### config.mk
export PLATFORM = sky130hd
export DESIGN_NAME = rv32_inst_encoder
export DESIGN_NICKNAME = d
export VERILOG_FILES = /design/src/rtl/rv32_inst_encoder.sv
export SDC_FILE = /design/constraint.sdc
export NUM_CORES = 1
export LEC_CHECK = 0
export ABC_AREA = 1
export CAP_MARGIN = 0
export CORE_ASPECT_RATIO = 0.5
export CORE_UTILIZATION = 47
export CTS_CLUSTER_DIAMETER = 60
export DETAILED_ROUTE_END_ITERATION = 8
export PLACE_DENSITY = 0.82
export SETUP_SLACK_MARGIN = 0.5
export SYNTH_ARGS = -nofsm -noshare
export SYNTH_HDL_FRONTEND = slang
export SYNTH_SLANG_ARGS = --single-unit
export TNS_END_PERCENT = 100
### constraint.sdc
create_clock -name clk -period 3.3 [get_ports clk]
set_input_delay 0.33 -clock clk [delete_from_list [all_inputs] [get_ports clk]]
set_output_delay 0.33 -clock clk [all_outputs]
set_load 0.02 [all_outputs]
### src/rtl/rv32_inst_encoder.sv
// rv32_inst_encoder: packs decoded RV32I fields into instruction words and writes them to instruction memory at a running PC
module rv32_inst_encoder #(
    parameter int ADDR_W = 10,
    parameter logic [ADDR_W-1:0] BASE_PC = '0
) (
    input  logic              clk,
    input  logic              rst_n,
    input  logic              pc_load,
    input  logic [ADDR_W-1:0] pc_load_val,
    input  logic              req_valid,
    output logic              req_ready,
    input  logic [2:0]        req_fmt,
    input  logic [6:0]        req_opcode,
    input  logic [4:0]        req_rd,
    input  logic [4:0]        req_rs1,
    input  logic [4:0]        req_rs2,
    input  logic [2:0]        req_funct3,
    input  logic [6:0]        req_funct7,
    input  logic [31:0]       req_imm,
    output logic              mem_we,
    output logic [ADDR_W-1:0] mem_addr,
    output logic [31:0]       mem_wdata,
    input  logic              mem_ack,
    output logic [ADDR_W-1:0] pc_out,
    output logic              err,
    output logic [1:0]        err_code,
    output logic [15:0]       wr_count
);
    typedef enum logic [1:0] {IDLE, ENC, WR} state_t;
    state_t            state;
    logic [ADDR_W-1:0] pc;
    logic [2:0]        fmt, f3;
    logic [6:0]        op, f7;
    logic [4:0]        rd, rs1, rs2;
    logic [31:0]       imm, off, word;
    logic [1:0]        code;
    logic              imm_ok, sb_ok, uj_ok;
    assign off       = imm - 32'(pc);
    assign imm_ok    = &imm[31:11] | ~|imm[31:11];
    assign sb_ok     = &off[31:12] | ~|off[31:12];
    assign uj_ok     = &off[31:20] | ~|off[31:20];
    assign req_ready = state == IDLE && !pc_load;
    assign mem_addr  = pc;
    assign pc_out    = pc;
    always_comb begin
        word = '0;
        code = 2'd0;
        case (fmt)
            3'd0: word = {f7, rs2, rs1, f3, rd, op};
            3'd1: begin
                word = {imm[11:0], rs1, f3, rd, op};
                code = imm_ok ? 2'd0 : 2'd1;
            end
            3'd2: begin
                word = {imm[11:5], rs2, rs1, f3, imm[4:0], op};
                code = imm_ok ? 2'd0 : 2'd1;
            end
            3'd3: begin
                word = {off[12], off[10:5], rs2, rs1, f3, off[4:1], off[11], op};
                code = off[0] ? 2'd2 : sb_ok ? 2'd0 : 2'd1;
            end
            3'd4: begin
                word = {imm[31:12], rd, op};
                code = |imm[11:0] ? 2'd1 : 2'd0;
            end
            3'd5: begin
                word = {off[20], off[10:1], off[11], off[19:12], rd, op};
                code = off[0] ? 2'd2 : uj_ok ? 2'd0 : 2'd1;
            end
            default: code = 2'd3;
        endcase
    end
    always_ff @(posedge clk or negedge rst_n) begin
        if (!rst_n) begin
            state     <= IDLE;
            pc        <= BASE_PC;
            mem_we    <= 1'b0;
            mem_wdata <= '0;
            err       <= 1'b0;
            err_code  <= '0;
            wr_count  <= '0;
            fmt       <= '0;
            op        <= '0;
            rd        <= '0;
            rs1       <= '0;
            rs2       <= '0;
            f3        <= '0;
            f7        <= '0;
            imm       <= '0;
        end else begin
            err <= 1'b0;
            case (state)
                IDLE: begin
                    if (pc_load) pc <= pc_load_val & ~ADDR_W'(3);
                    else if (req_valid) begin
                        fmt   <= req_fmt;
                        op    <= req_opcode;
                        rd    <= req_rd;
                        rs1   <= req_rs1;
                        rs2   <= req_rs2;
                        f3    <= req_funct3;
                        f7    <= req_funct7;
                        imm   <= req_imm;
                        state <= ENC;
                    end
                end
                ENC: begin
                    if (code != 2'd0) begin
                        err      <= 1'b1;
                        err_code <= code;
                        state    <= IDLE;
                    end else begin
                        mem_we    <= 1'b1;
                        mem_wdata <= word;
                        state     <= WR;
                    end
                end
                WR: begin
                    if (mem_ack) begin
                        mem_we   <= 1'b0;
                        pc       <= pc + ADDR_W'(4);
                        wr_count <= wr_count + 16'd1;
                        state    <= IDLE;
                    end
                end
                default: state <= IDLE;
            endcase
        end
    end
endmodule

==> metrics.txt <==
type of origin of the critical path register; vias in the first global route 7471; layout net count about 1300; CTS root buf clkbuf_16; syn avg cell area 7.271 um^2; hold crit path type in2async; Critical Path Sink Type register; crit-path max FO 11; core area 15530 um^2; DP Worst Slack 0.1631 ns; Critical Path RT 3.61 ns; worst skew pair latency 0.42 ns; peak supply drop 0.4522 mV; post-synth top area share 42.89%; first-pass GRT wire length between 40000 and 50000 um; CP arrival 3.21 ns; Setup violations, final 0; Worst Reg-to-Reg Cells 19; Synth area leader dfrtp_1; Async SR Flop Fraction 100.0%; Setup TNS 0 ns; I/O pin total roughly 160; Die Span X between 150 and 200 um; R2R setup slack ~0.4 ns; Seq/Total Area, Yosys 42.89%; Fmax achieved 345.0 MHz; layout cells sized above 1 19.24%; Netlist cell types 43; PnR worst setup slack 0.4019 ns; mapped cell area roughly 7500 um^2; starting DRC count in detailed routing 760; WS Path Type reg2reg; dominant synthesized flop cell dfrtp_1; largest net degree at the start of global routing 66; routed wire length between 20000 and 30000 um; Final Critical Period 2.898 ns; Final Instance Area 10720 um^2; initial cell density of the core 48.45%; Clock Skew 0.01025 ns; ANT cells 0; count leader, synth nand2_1; via/cell ratio 5.497; FF-to-FF End mem_wdata[4]; status completed; total grt overflow 0; Pre-antenna DRT Iters 7; routed len/inst 17.79 um; DRT antenna net count 0; Final Max Slew Viols 0; H-tree depth 4; CTS Buf Count 17; #FFs+latches synth 129; GPL Wtd Cong between 1 and 1.5; DP HPWL ~18000 um; Clock Tree Buf Depth 2; worst r2r src mem_addr[9]; DIE HEIGHT 91.48 um; RSZ-0062 raised after global routing true; FP Rows 32; clock-pin slew on the worst setup and hold paths 0.07 ns; area grow syn2layout 42.39%; initial antenna violation count 0; Leak ~5 nW; EDFF count, synth 0; dpl cell area 9266 um^2; power density cells roughly 1000 nW/um^2; top cells by area, synth dfrtp_1, nand2_1, nand4_1, inv_1, nor2_1; via count slightly below 8000; Max-Cap Viols 0; Worst Hold Slack 0.3673 ns; CTS tree built; final hold vios 0; global-route usage over all layers 31.24%; Mapped Cells 1035; Filler Cell Count 1199; Final Cycle Share 87.82%; die area 16550 um^2; most frequent cells after synthesis nand2_1, dfrtp_1, inv_1, nor2_1; DRC errors left 0; CTS Sinks 129; I/O Buffers 148; Synth Warn # 0
[cell usage in the layout (no fill, tap or decap), types with 8 or more instances in the layout]
master	count
buf_4	47
clkbuf_16	19
clkdlybuf4s50_1	147
dfrtp_1	122
ha_4	8
inv_1	67
inv_2	28
nand2_1	368
nand2_2	35
nand2_4	17
nand3_1	31
nand3_2	9
nand4_1	50
nor2_1	61
nor2_2	14
nor2_4	8
o2111ai_1	8
o211ai_1	8
o21ai_0	50
xnor2_1	14
xor2_1	13
[metrics by stage]
step / utilization [%] / instances / total power [mW]
floorplan: - / 1039 / 5.791
global placement: 59.65 / 1372 / 7.576
detailed placement: 59.65 / 1372 / 7.668
CTS: 66.13 / 1420 / 10.21
global route: 68.98 / 1436 / 11.56
finish: 68.98 / 1436 / 10.96
[final cells by class]
| cell class | instances | area [um^2] | area share, % |
|---|---|---|---|
| multi-input cells | 765 | 4200 | 39.19 |
| flip-flops and latches | 129 | 3237 | 30.20 |
| repair buffers | 207 | 2048 | 19.11 |
| clock buffers | 18 | 429.2 | 4.005 |
| inverters | 101 | 386.6 | 3.608 |
| well taps | 204 | 255.2 | 2.382 |
| clock inverters | 12 | 160.2 | 1.494 |
[registers in the layout, indices dropped and copies added (netlist names), 3 cells and up]
register	count
op	7
wr_count	16
rs1	5
rs2	5
f3	3
f7	7
mem_addr	8
rd	5
fmt	3
mem_wdata	32
imm	32
[cell families (layout without fill, tap and decap cells)]
logic type,count (synthesis),after routing,share of synthesized area (%)
AND/OR/NAND/NOR,618,618,35.16
buffers and inverters,145,338,8.230
flip-flops,129,129,42.89
AO/OA/AOI/OAI,97,97,7.897
XOR/XNOR,32,32,3.724
adder cells (fa/ha/maj),12,12,1.995
other,2,6,0.09979
[repair_timing]
item                                    CTS  global route
endpoints found under the setup margin   37            38
buffers inserted                         17            14
hold endpoints to repair                 26             0
pin swaps                                 7            23
gates cloned                              0             2
gates resized for setup                  58            88
hold buffers                              1             0
[worst max-delay path, stage by stage (launching register included)]
cell	delay (ns)
dfrtp_1	0.40
inv_2	0.07
ha_4	0.31
nand2_2	0.09
inv_2	0.08
nand2_2	0.09
nor2_4	0.13
nand2_4	0.08
nand4_1	0.17
buf_4	0.15
buf_6	0.09
buf_6	0.07
nand4_1	0.09
nor3_2	0.17
nand3_2	0.14
nand3_4	0.15
nand3_4	0.16
clkbuf_16	0.22
nand2_1	0.08
nand2_1	0.05
[power breakdown]
group | switching [mW] | leakage [nW] | internal, mW
clock | 0.764 | 0.287 | 1.19
combinational | 3.74 | 3.13 | 2.51
sequential | 0.562 | 1.62 | 2.20
[routing by layer]
metal | up-vias | share of wire (%) | track usage [%] | wire [um]
met1 | 3768 | 46 | 44.70 | 11720
met3 | 51 | 8.1 | 6.659 | 2081
met5 | - | 0 | 0 | 0
met4 | 0 | 1.8 | 8.121 | 457
li1 | 3687 | - | - | -
met2 | 388 | 44 | 47.91 | 11290
[worst max-delay path by stage]
stage                            from             to  slack, ns  cells after the start
after floorplan           mem_addr[2]  mem_wdata[14]       0.63                     18
after global placement    mem_addr[4]            err       0.23                     19
after detailed placement  mem_addr[4]    err_code[1]       0.16                     20
after CTS                 mem_addr[4]   mem_wdata[5]       0.49                     21
after global routing      mem_addr[4]  mem_wdata[17]       0.29                     19
final                     mem_addr[9]   mem_wdata[4]       0.40                     19
No activity file was read; power rests on OpenSTA's default activity.
